[src/rtl/whh_grad_update.sv]
// Whh gradient accumulator and 4x4 recurrent-weight register file for the GRU backward path.
// Gradients are summed per weight over a batch; at batch end each weight is stepped by -acc/2^LR_SHIFT.
module whh_grad_update #(
    parameter int DATABIT  = 16,
    parameter int CELLNUM  = 4,
    parameter int HTNUM    = 64,
    parameter int ACCBIT   = 24,
    parameter int LR_SHIFT = 6,
    parameter int BATCH    = 2
) (
    input  logic                                   clk,
    input  logic                                   rst,
    input  logic                                   grad_valid,
    input  logic [DATABIT-1:0]                     grad,
    output logic                                   grad_ready,
    input  logic                                   flush,
    input  logic                                   wr_en,
    input  logic [$clog2(CELLNUM*CELLNUM)-1:0]     wr_addr,
    input  logic [DATABIT-1:0]                     wr_data,
    input  logic [$clog2(CELLNUM)-1:0]             rd_row,
    output logic [HTNUM-1:0]                       whh_row,
    output logic                                   update_done,
    output logic                                   busy,
    output logic                                   err_drop
);

    localparam int unsigned NW = CELLNUM * CELLNUM;
    localparam int unsigned IW = $clog2(NW);
    localparam int unsigned RW = $clog2(CELLNUM);
    localparam logic [3:0]  BATCH_W = 4'(BATCH);
    localparam logic signed [ACCBIT:0] W_MAX = {{(ACCBIT-DATABIT+2){1'b0}}, {(DATABIT-1){1'b1}}};
    localparam logic signed [ACCBIT:0] W_MIN = {{(ACCBIT-DATABIT+2){1'b1}}, {(DATABIT-1){1'b0}}};

    typedef enum logic [1:0] {ACCUM, UPDATE, DONE} state_t;

    state_t                     state_q;
    logic signed [DATABIT-1:0]  w_q   [NW];
    logic signed [ACCBIT-1:0]   acc_q [NW];
    logic [IW-1:0]              idx_q;
    logic [IW-1:0]              uidx_q;
    logic [3:0]                 samp_q;
    logic [HTNUM-1:0]           whh_row_q;
    logic                       update_done_q;
    logic                       err_drop_q;

    logic signed [ACCBIT:0]     acc_sum;
    logic signed [ACCBIT-1:0]   acc_d;
    logic signed [ACCBIT-1:0]   step;
    logic signed [ACCBIT:0]     w_diff;
    logic signed [DATABIT-1:0]  w_d;
    logic [HTNUM-1:0]           row_d;
    logic [3:0]                 samp_inc;
    logic                       accept;
    logic                       flush_ok;
    logic                       sample_end;

    always_comb begin
        accept     = (state_q == ACCUM) && grad_valid;
        flush_ok   = (state_q == ACCUM) && flush && !grad_valid && (idx_q == '0) && (samp_q != '0);
        sample_end = accept && (idx_q == IW'(NW - 1));
        samp_inc   = samp_q + 4'd1;

        // Sum one bit wider than the accumulator; a sign/carry disagreement means overflow.
        acc_sum = {acc_q[idx_q][ACCBIT-1], acc_q[idx_q]}
                + {{(ACCBIT+1-DATABIT){grad[DATABIT-1]}}, grad};
        if (acc_sum[ACCBIT] != acc_sum[ACCBIT-1]) begin
            acc_d = acc_sum[ACCBIT] ? {1'b1, {(ACCBIT-1){1'b0}}} : {1'b0, {(ACCBIT-1){1'b1}}};
        end else begin
            acc_d = acc_sum[ACCBIT-1:0];
        end

        step   = acc_q[uidx_q] >>> LR_SHIFT;
        w_diff = {{(ACCBIT+1-DATABIT){w_q[uidx_q][DATABIT-1]}}, w_q[uidx_q]}
               - {step[ACCBIT-1], step};
        if (w_diff > W_MAX) begin
            w_d = W_MAX[DATABIT-1:0];
        end else if (w_diff < W_MIN) begin
            w_d = W_MIN[DATABIT-1:0];
        end else begin
            w_d = w_diff[DATABIT-1:0];
        end

        row_d = '0;
        for (int unsigned c = 0; c < CELLNUM; c++) begin
            row_d[c*DATABIT +: DATABIT] = w_q[{rd_row, RW'(c)}];
        end
    end

    always_ff @(posedge clk) begin
        if (rst) begin
            state_q       <= ACCUM;
            idx_q         <= '0;
            uidx_q        <= '0;
            samp_q        <= '0;
            whh_row_q     <= '0;
            update_done_q <= 1'b0;
            err_drop_q    <= 1'b0;
            for (int unsigned i = 0; i < NW; i++) begin
                w_q[i]   <= '0;
                acc_q[i] <= '0;
            end
        end else begin
            update_done_q <= 1'b0;
            whh_row_q     <= row_d;
            if (grad_valid && (state_q != ACCUM)) begin
                err_drop_q <= 1'b1;
            end
            case (state_q)
                ACCUM: begin
                    if (wr_en) begin
                        w_q[wr_addr] <= wr_data;
                    end
                    if (accept) begin
                        acc_q[idx_q] <= acc_d;
                        idx_q        <= idx_q + 1'b1;
                        if (sample_end) begin
                            samp_q <= samp_inc;
                            if (samp_inc == BATCH_W) begin
                                state_q <= UPDATE;
                                uidx_q  <= '0;
                            end
                        end
                    end else if (flush_ok) begin
                        state_q <= UPDATE;
                        uidx_q  <= '0;
                    end
                end
                UPDATE: begin
                    w_q[uidx_q]   <= w_d;
                    acc_q[uidx_q] <= '0;
                    uidx_q        <= uidx_q + 1'b1;
                    if (uidx_q == IW'(NW - 1)) begin
                        state_q       <= DONE;
                        update_done_q <= 1'b1;
                    end
                end
                DONE: begin
                    samp_q  <= '0;
                    idx_q   <= '0;
                    state_q <= ACCUM;
                end
                default: state_q <= ACCUM;
            endcase
        end
    end

    assign grad_ready  = (state_q == ACCUM);
    assign busy        = (state_q != ACCUM);
    assign whh_row     = whh_row_q;
    assign update_done = update_done_q;
    assign err_drop    = err_drop_q;

endmodule

[config.mk]
export PLATFORM = sky130hd
export DESIGN_NAME = whh_grad_update
export DESIGN_NICKNAME = d
export VERILOG_FILES = /design/src/rtl/whh_grad_update.sv
export SDC_FILE = /design/constraint.sdc
export NUM_CORES = 1
export LEC_CHECK = 0
export ABC_AREA = 0
export CAP_MARGIN = 20
export CORE_ASPECT_RATIO = 0.7
export CORE_MARGIN = 10
export CORE_UTILIZATION = 35
export DETAILED_ROUTE_END_ITERATION = 8
export GPL_ROUTABILITY_DRIVEN = 0
export PLACE_DENSITY = 0.6
export SETUP_SLACK_MARGIN = 0.02
export SLEW_MARGIN = 10
export SYNTH_ARGS = -nofsm -noshare
export SYNTH_HDL_FRONTEND = slang
export SYNTH_SLANG_ARGS = --single-unit
[constraint.sdc]
create_clock -name clk -period 6.5 [get_ports clk]
set_input_delay 1.3 -clock clk [delete_from_list [all_inputs] [get_ports clk]]
set_output_delay 1.3 -clock clk [all_outputs]
set_load 0.005 [all_outputs]
# Yosys cells after proc, flatten, opt, wreduce, memory -nomap -nowiden
# Memories as Yosys holds them, arrays and structs flattened. A register that Yosys moved wholly into a read port is not among the register bits.
# Index checks and enable logic that the tools add are counted.
[totals]
memories = 2
mem_bits_rw = 640
ff_bits = 16
[op_classes]
n_reduce_logical = 23
bitwise_logic = 1
eq_ne = 12
add_sub_neg = 5
magnitude_cmp = 2
muxes = 52
[mem_list]
columns = ["memory", "depth", "word_bits", "rd", "rd_ports_with_merged_regs", "write_ports", "line", "text"]
rows = [
  ["acc_q", 16, 24, 2, 2, 16, "38", "logic signed [ACCBIT-1:0] acc_q [NW];"],
  ["w_q", 16, 16, 5, 5, 16, "37", "logic signed [DATABIT-1:0] w_q [NW];"],
]
[op_table]
columns = ["cell", "n"]
rows = [
  ["2-to-1 mux 24 bit", 4],
  ["2-to-1 mux 4 bit", 17],
  ["2-to-1 mux 16 bit", 4],
  ["OR reduction 24 bit", 2],
  ["OR reduction 16 bit", 2],
  ["adder 24 x 16 -> 25 bit", 1],
  ["one-hot mux 4 bit (2 select lines)", 3],
  ["> comparator 19 x 16 -> 1 bit, second input constant", 1],
  ["less-than comparator 19 x 16 -> 1 bit, second input constant", 1],
  ["subtractor 16 x 18 -> 19 bit", 1],
  ["2-to-1 mux 1 bit", 18],
  ["adder 4 x 1 -> 4 bit, second input constant", 3],
  ["2-to-1 mux 2 bit", 5],
  ["== test 4 bit, second input constant", 2],
  ["AND reduction 4 bit", 2],
  ["logical AND 1 bit", 7],
  ["inequality test 3 x 2 -> 1 bit, second input constant", 2],
  ["nonzero test 2 bit", 3],
  ["== test 4 x 2 -> 1 bit, second input constant", 1],
  ["logical NOT 4 bit", 1],
  ["inequality test 2 x 1 -> 1 bit, second input constant", 2],
  ["one-hot mux 2 bit (2 select lines)", 1],
  ["nonzero test 4 bit", 1],
  ["inequality test 3 x 1 -> 1 bit, second input constant", 1],
  ["other kinds (10)", 10],
]

# Logic depth before layout (Yosys ltp)
# Gate-level depths: netlist (run 1).
[depth]
ltp_word = 10
depth_mapped = 17
mapped_depth_nobuf = 13

# Worst setup path before layout (run 1)
# OpenSTA, ideal clock, no wires.
[synth_timing]
kind = "register to register"
startpoint = "register (tool-made name)"
endpoint = "memory w_q[0][3] (data pin)"
period_less_slack_ps = 5676
setup_slack_ps = 824
required_ps = 6240
setup_time_ps = 260
arrival_ps = 5416
path_stages_with_launch = 18
cell_sequence = "dfxtp_1 -> clkbuf_1 -> buf_1 -> buf_1 -> mux4_2 -> mux4_2 -> ha_1 -> fa_1 -> nor2b_1 -> o31ai_1 -> a211oi_1 -> nor2_1 -> mux2i_1 -> o31ai_1 -> buf_2 -> a221oi_1 -> buf_2 -> nor2_1"
[synth_lines]
columns = ["element", "line"]
rows = [
  ["to (decl)", "37"],
]

==> results of run 1 <==
-- per-layer routing --
layer / up-vias / track usage, % / wire, microns
li1: 10462 / - / -
met1: 13379 / 29.8 / 50200
met2: 2193 / 30.6 / 55600
met3: 268 / 6.83 / 20100
met4: 10 / 5.75 / 3400
met5: - / 0 / 62
-- worst max-delay path, delay by kind of cell, from the launching register on --
family                   cells  cell delay, ns
flip-flops                   1            0.67
buffers and inverters        3            0.77
adder cells (fa/ha/maj)      2            0.57
AO/OA/AOI/OAI                4            1.68
multiplexers                 3            1.46
AND/OR/NAND/NOR              3            0.43
-- logic make-up (layout without fill, tap and decap cells) --
family,Yosys count,in the layout
other,0,2
adders and majority gates,50,50
and+or+nand+nor,648,648
DFF,728,728
buffers and inverters,263,436
AOI/OAI and AO/OA,522,522
muxes,361,361
xor gates and xnor gates,37,37
-- flip-flops by register name, summed over array words and instances, names as in the netlist, 2 cells and up, named ones only --
signal	count
acc_q	384
whh_row	64
uidx_q	4
state_q	2
samp_q	4
idx_q	4
w_q	256
-- worst paths after layout --
check                        start                      end  slack, ns  depth (start not counted)
max                       register  w_q[3][2]$_SDFFCE_PN0P_       0.64                         15
min          err_drop$_SDFFE_PP0P_    err_drop$_SDFFE_PP0P_       0.53                          2
max reg2reg               register  w_q[3][2]$_SDFFCE_PN0P_       0.64                         15
min reg2reg  err_drop$_SDFFE_PP0P_    err_drop$_SDFFE_PP0P_       0.53                          2
-- through the flow --
| stage | power [mW] | instance area, sq um | hold WS [ns] | utilization (%) |
|---|---|---|---|---|
| after CTS | 11.7 | 42900 | 0.560 | 41.1 |
| final | 11.7 | 43000 | 0.533 | 41.1 |
| after detailed placement | 7.29 | 40500 | 0.536 | 38.7 |
| after global routing | 12.0 | 43000 | 0.597 | 41.1 |
| after global placement | 7.25 | 40500 | 0.520 | 38.7 |
| after floorplan | 6.52 | 37000 | 0.460 | - |
-- cell usage in the layout, fill, tap and decap left out, types with 7 or more instances in the layout --
master	n
clkbuf_1	14
dfxtp_1	81
nand2b_1	37
nor3b_1	7
xnor2_1	21
o211ai_1	7
o21ai_0	359
xor2_1	13
o21a_1	9
o31ai_1	23
a21o_1	16
clkinv_2	15
nand2_1	85
nor2_1	321
a21oi_1	48
inv_1	31
mux4_2	354
clkdlybuf4s50_1	107
buf_4	135
clkbuf_16	81
nor3_1	45
o21bai_1	7
and2_1	7
buf_12	20
clkinv_1	13
nor2b_1	71
edfxtp_1	640
nand3b_1	7
nand3_1	16
nand4_1	17
ha_1	48
-- power by group --
part           internal, mW  total [mW]  switching, mW  leakage (nW)
clock network          2.51        4.43           1.92          1.23
registers              5.27        5.37          0.100          7.44
logic                 0.677        1.91           1.24          6.17
-- area by class of cell --
class,count,area [sq um]
fillers,9497,61600
flip-flops and latches,728,21000
multi-input cells,1618,15100
repair buffers,264,2500
clock buffers,101,2160
well taps,1414,1770
clock inverters,40,318
inverters,31,116
diodes,2,5.00
==> out/qor.yml, run 1 <==
status:
  outcome: "finished clean"
sta:
  hold_viol_final: 0
  skew_ns: 0.0287
  fin_ws_ns: 0.642
  min_period_ns: 5.86
  fin_tns_setup_ns: 0
  setup-violations-final: 0
  clock.fmax_ghz: 0.171
  slew_headroom_pct: 23.7
  slew_violations: 0
  rsz0062_at_grt: "no"
  fin_crit_sh_pct: 90.1
  worst_pin_slew_ns: 1.14
cells_and_area:
  fin_cells: 4198
  syn_to_final_growth_pct: 16.1
  fin_nets: 2814
  drive_above_1_share_pct: 24.0
floorplan:
  die_w_microns: 409
  pin_count: 111
  placementRows: 99
  initial_core_util_pct: 35.4
  die_h_microns: 292
  core-area_sq_mm: 0.105
  dieArea_sq_mm: 0.119
place:
  io_buffers: 110
  dpl_worst_slack_ns: 0.336
  placed_cells: 4053
  dp_hpwl_microns: 85800
setup_path:
  cpPeakStageDelay_ns: 0.67
  worst-path-max-fanout: 24
  crit_path_start_kind: "register"
  worst_ep_arrival_time_ns: 6.22
  cp_cell_sequence: "buf_4 -> mux4_2 -> mux4_2 -> inv_1 -> ha_1 -> fa_1 -> nor2b_1 -> o31ai_1 -> a211oi_1 -> nor2_1 -> mux2i_1 -> a311oi_4 -> buf_4 -> o21ai_2 -> nor2_1"
  required_ns: 6.86
  critPathKind: "reg -> reg"
  end_kind: "register"
  cp_slowest_cell: "dfxtp_4"
synthesis:
  synthMuxAreaShare_pct: 21.7
  synth_edf_count: 640
  synth_adder_area_share_pct: 1.73
  syn_avg_cell_area_sq_um: 14.2
  ys_seq_elements: 728
  synth_seq_area_share_pct: 56.7
  synth_ff_type: "edfxtp_1"
  yosysWarnings: 0
  synth_cells: 2609
  synth_compound_area_share_pct: 8.18
  yosysMostFrequentCell: "edfxtp_1"
  synth_top_area_share_pct: 51.9
  synth_common_cells: "640 x edfxtp_1, 359 x o21ai_0, 354 x mux4_2, 322 x nor2_1, 194 x clkbuf_1"
  yosys.area_share.simple_pct: 8.11
  synth-async-reset-ratio_pct: 0
  synth_top_family_by_area: "multiplexers"
  synthDistinctLibCells: 65
  synth-xor-area-share_pct: 0.875
  netlist_top_cells_area: "edfxtp_1 52%, mux4_2 22%, o21ai_0 4.9%"
  syn-num-nets: 2702
  syn_area_sq_mm: 0.0370
  yosysTopAreaCell: "edfxtp_1"
power:
  ir_drop_uv: 198
  power_density_mw_per_mm2: 273
  leakage_nw: 14.8
clocking:
  clock_latency_ns: 0.64
  clkTransAtPathRegs_ns: 0.07
  clock-sinks: 728
  cts_tree: "built"
  clockBufferDepth: 3
  htree_levels: 3
  cts_root_buffer: "clkbuf_16"
  cts_setup_buffers: 0
  cts_buffers: 78
  post_cts_resize_count: 0
  hold_buffers: 0
route:
  drc: 0
  dr.pass1.iters: 5
  drt_iter0_drc: 4371
  avgViaCountPerCell: 6.27
  ant_nets: 0
  wl_per_cell_microns: 30.8
  via_count: 26312
  totalWireLength_microns: 129000
global_route:
  antenna_found_initial: 16
  grt_util_all_layers_pct: 21.0
  grt_pass1_vias: 25969
  grt_overflow: 0
  grt_start_max_net_pins: 65
  grt_pass1_wl_microns: 185000
run:
  maxCapViolations: 0
min_path:
  worstHoldPathType: "reg -> reg"
No activity file was read; power rests on OpenSTA's default activity.
==> inputs of run 2 (changes only) <==
- DONT_BUFFER_PORTS: default -> 1
- PLACE_DENSITY: 0.6 -> 0.59
==> out/qor.yml, run 2 (synthesized netlist as in run 1, its figures left out) <==
status:
  outcome: "finished clean"
clocking:
  htree_levels: 3
  cts_root_buffer: "clkbuf_16"
  cts_buffers: 74
  hold_buffers: 0
  cts_setup_buffers: 0
  cts_tree: "built"
  post_cts_resize_count: 0
  clock_latency_ns: 0.66
  clockBufferDepth: 3
  clock-sinks: 728
  clkTransAtPathRegs_ns: 0.06
sta:
  slew_violations: 0
  fin_tns_setup_ns: 0
  setup-violations-final: 0
  rsz0062_at_grt: "no"
  min_period_ns: 5.91
  skew_ns: 0.0451
  finalHoldWorstSlack_ns: 0.520
  fin_crit_sh_pct: 91.0
  slew_headroom_pct: 31.4
  hold_viol_final: 0
  clock.fmax_ghz: 0.169
  worst_pin_slew_ns: 1.03
  fin_ws_ns: 0.585
floorplan:
  placementRows: 99
  core-area_sq_mm: 0.105
  initial_core_util_pct: 35.4
  die_w_microns: 409
  dieArea_sq_mm: 0.119
  die_h_microns: 292
  pin_count: 111
cells_and_area:
  syn_to_final_growth_pct: 13.3
  final_cell_mix: "640 x edfxtp_1, 359 x o21ai_0, 354 x mux4_2, 321 x nor2_1, 117 x buf_4"
  fin_area_sq_mm: 0.0420
  top_register: "acc_q"
  largest_reg_flops: 384
  drive_above_1_share_pct: 24.7
  fin_nets: 2700
  final_common_cell: "edfxtp_1"
route:
  totalWireLength_microns: 130000
  via_count: 25971
  drt_iter0_drc: 3995
  ant_nets: 0
  avgViaCountPerCell: 6.37
  wl_per_cell_microns: 32.0
  drc: 0
  dr.pass1.iters: 5
setup_path:
  crit_path_start_kind: "register"
  worst-path-max-fanout: 60
  required_ns: 6.97
  rrSetupSlack_ns: 0.59
  end_kind: "register"
  worst_ep_arrival_time_ns: 6.39
  critPathKind: "reg -> reg"
global_route:
  grt_util_all_layers_pct: 21.2
  grt_pass1_wl_microns: 186000
  grt_pass1_vias: 25593
  antenna_found_initial: 11
  grt_overflow: 0
  grt_start_max_net_pins: 117
min_path:
  worstHoldPathType: "reg -> reg"
place:
  dp_hpwl_microns: 84200
  io_buffers: 0
  dpl_worst_slack_ns: 0.282
  placed_area_sq_mm: 0.0395
power:
  ir_drop_uv: 152
  leakage_nw: 14.5
  power_density_mw_per_mm2: 273
run:
  maxCapViolations: 0
[run 2: changes by cell type in the layout (fill, tap and decap cells not counted), sizes merged]
cell | previous run | this run
buf | 157 | 153
bufinv | 4 | 3
clkbuf | 101 | 97
clkdlybuf4s50 | 107 | 0
clkinv | 31 | 22
diode | 2 | 4
inv | 35 | 39
[run 2: final cells by class]
type                            count  area [sq um]
Multi-Input combinational cell   1618         15100
Antenna cell                        4          10.0
Clock buffer                       96          2110
Inverter                           31           116
Timing Repair Buffer              154          1600
Fill cell                        9512         62600
Sequential cell                   728         21000
Clock inverter                     34           275
Tap cell                         1414          1770
[run 2: stage by stage]
step | instances | utilization [%] | power, mW
6_report | 4079 | 40.1 | 11.5
5_1_grt | 4076 | 40.1 | 11.8
2_1_floorplan | 2609 | - | 6.52
4_1_cts | 4072 | 40.1 | 11.4
3_5_place_dp | 3942 | 37.8 | 7.14
3_3_place_gp | 3942 | 37.8 | 7.11
[run 2: path summary, 6_finish.rpt]
check	cells past startpoint	to	start
min reg2reg	2	err_drop$_SDFFE_PP0P_	err_drop$_SDFFE_PP0P_
max	13	w_q[3][1]$_SDFFCE_PN0P_	register
max reg2reg	13	w_q[3][1]$_SDFFCE_PN0P_	register
min	2	err_drop$_SDFFE_PP0P_	err_drop$_SDFFE_PP0P_
[run 2: critical path, stage by stage, from the launching register on]
cell and delay (ns):
dfxtp_4 0.52, buf_12 0.44, mux4_2 0.58, mux4_2 0.51, inv_1 0.18, ha_1 0.32, o21a_1 0.20, o211ai_1 0.33
a211oi_2 0.14, o21a_1 0.20, or4_1 0.61, o311ai_1 0.81, o221ai_2 0.55, nor2_1 0.24
[run 2: power by group]
| part | internal, mW | leakage (nW) | switching (mW) |
|---|---|---|---|
| sequential | 5.27 | 7.45 | 0.108 |
| combinational | 0.627 | 5.85 | 1.13 |
| clock | 2.43 | 1.19 | 1.92 |
| total | 8.32 | 14.5 | 3.15 |
[run 2: per-layer routing]
layer	vias up	routed length, microns	track usage, %
met5	-	103	0.240
met4	14	4500	7.29
met3	343	20200	8.36
met2	2194	55300	30.1
met1	13190	50300	29.1
li1	10230	-	-
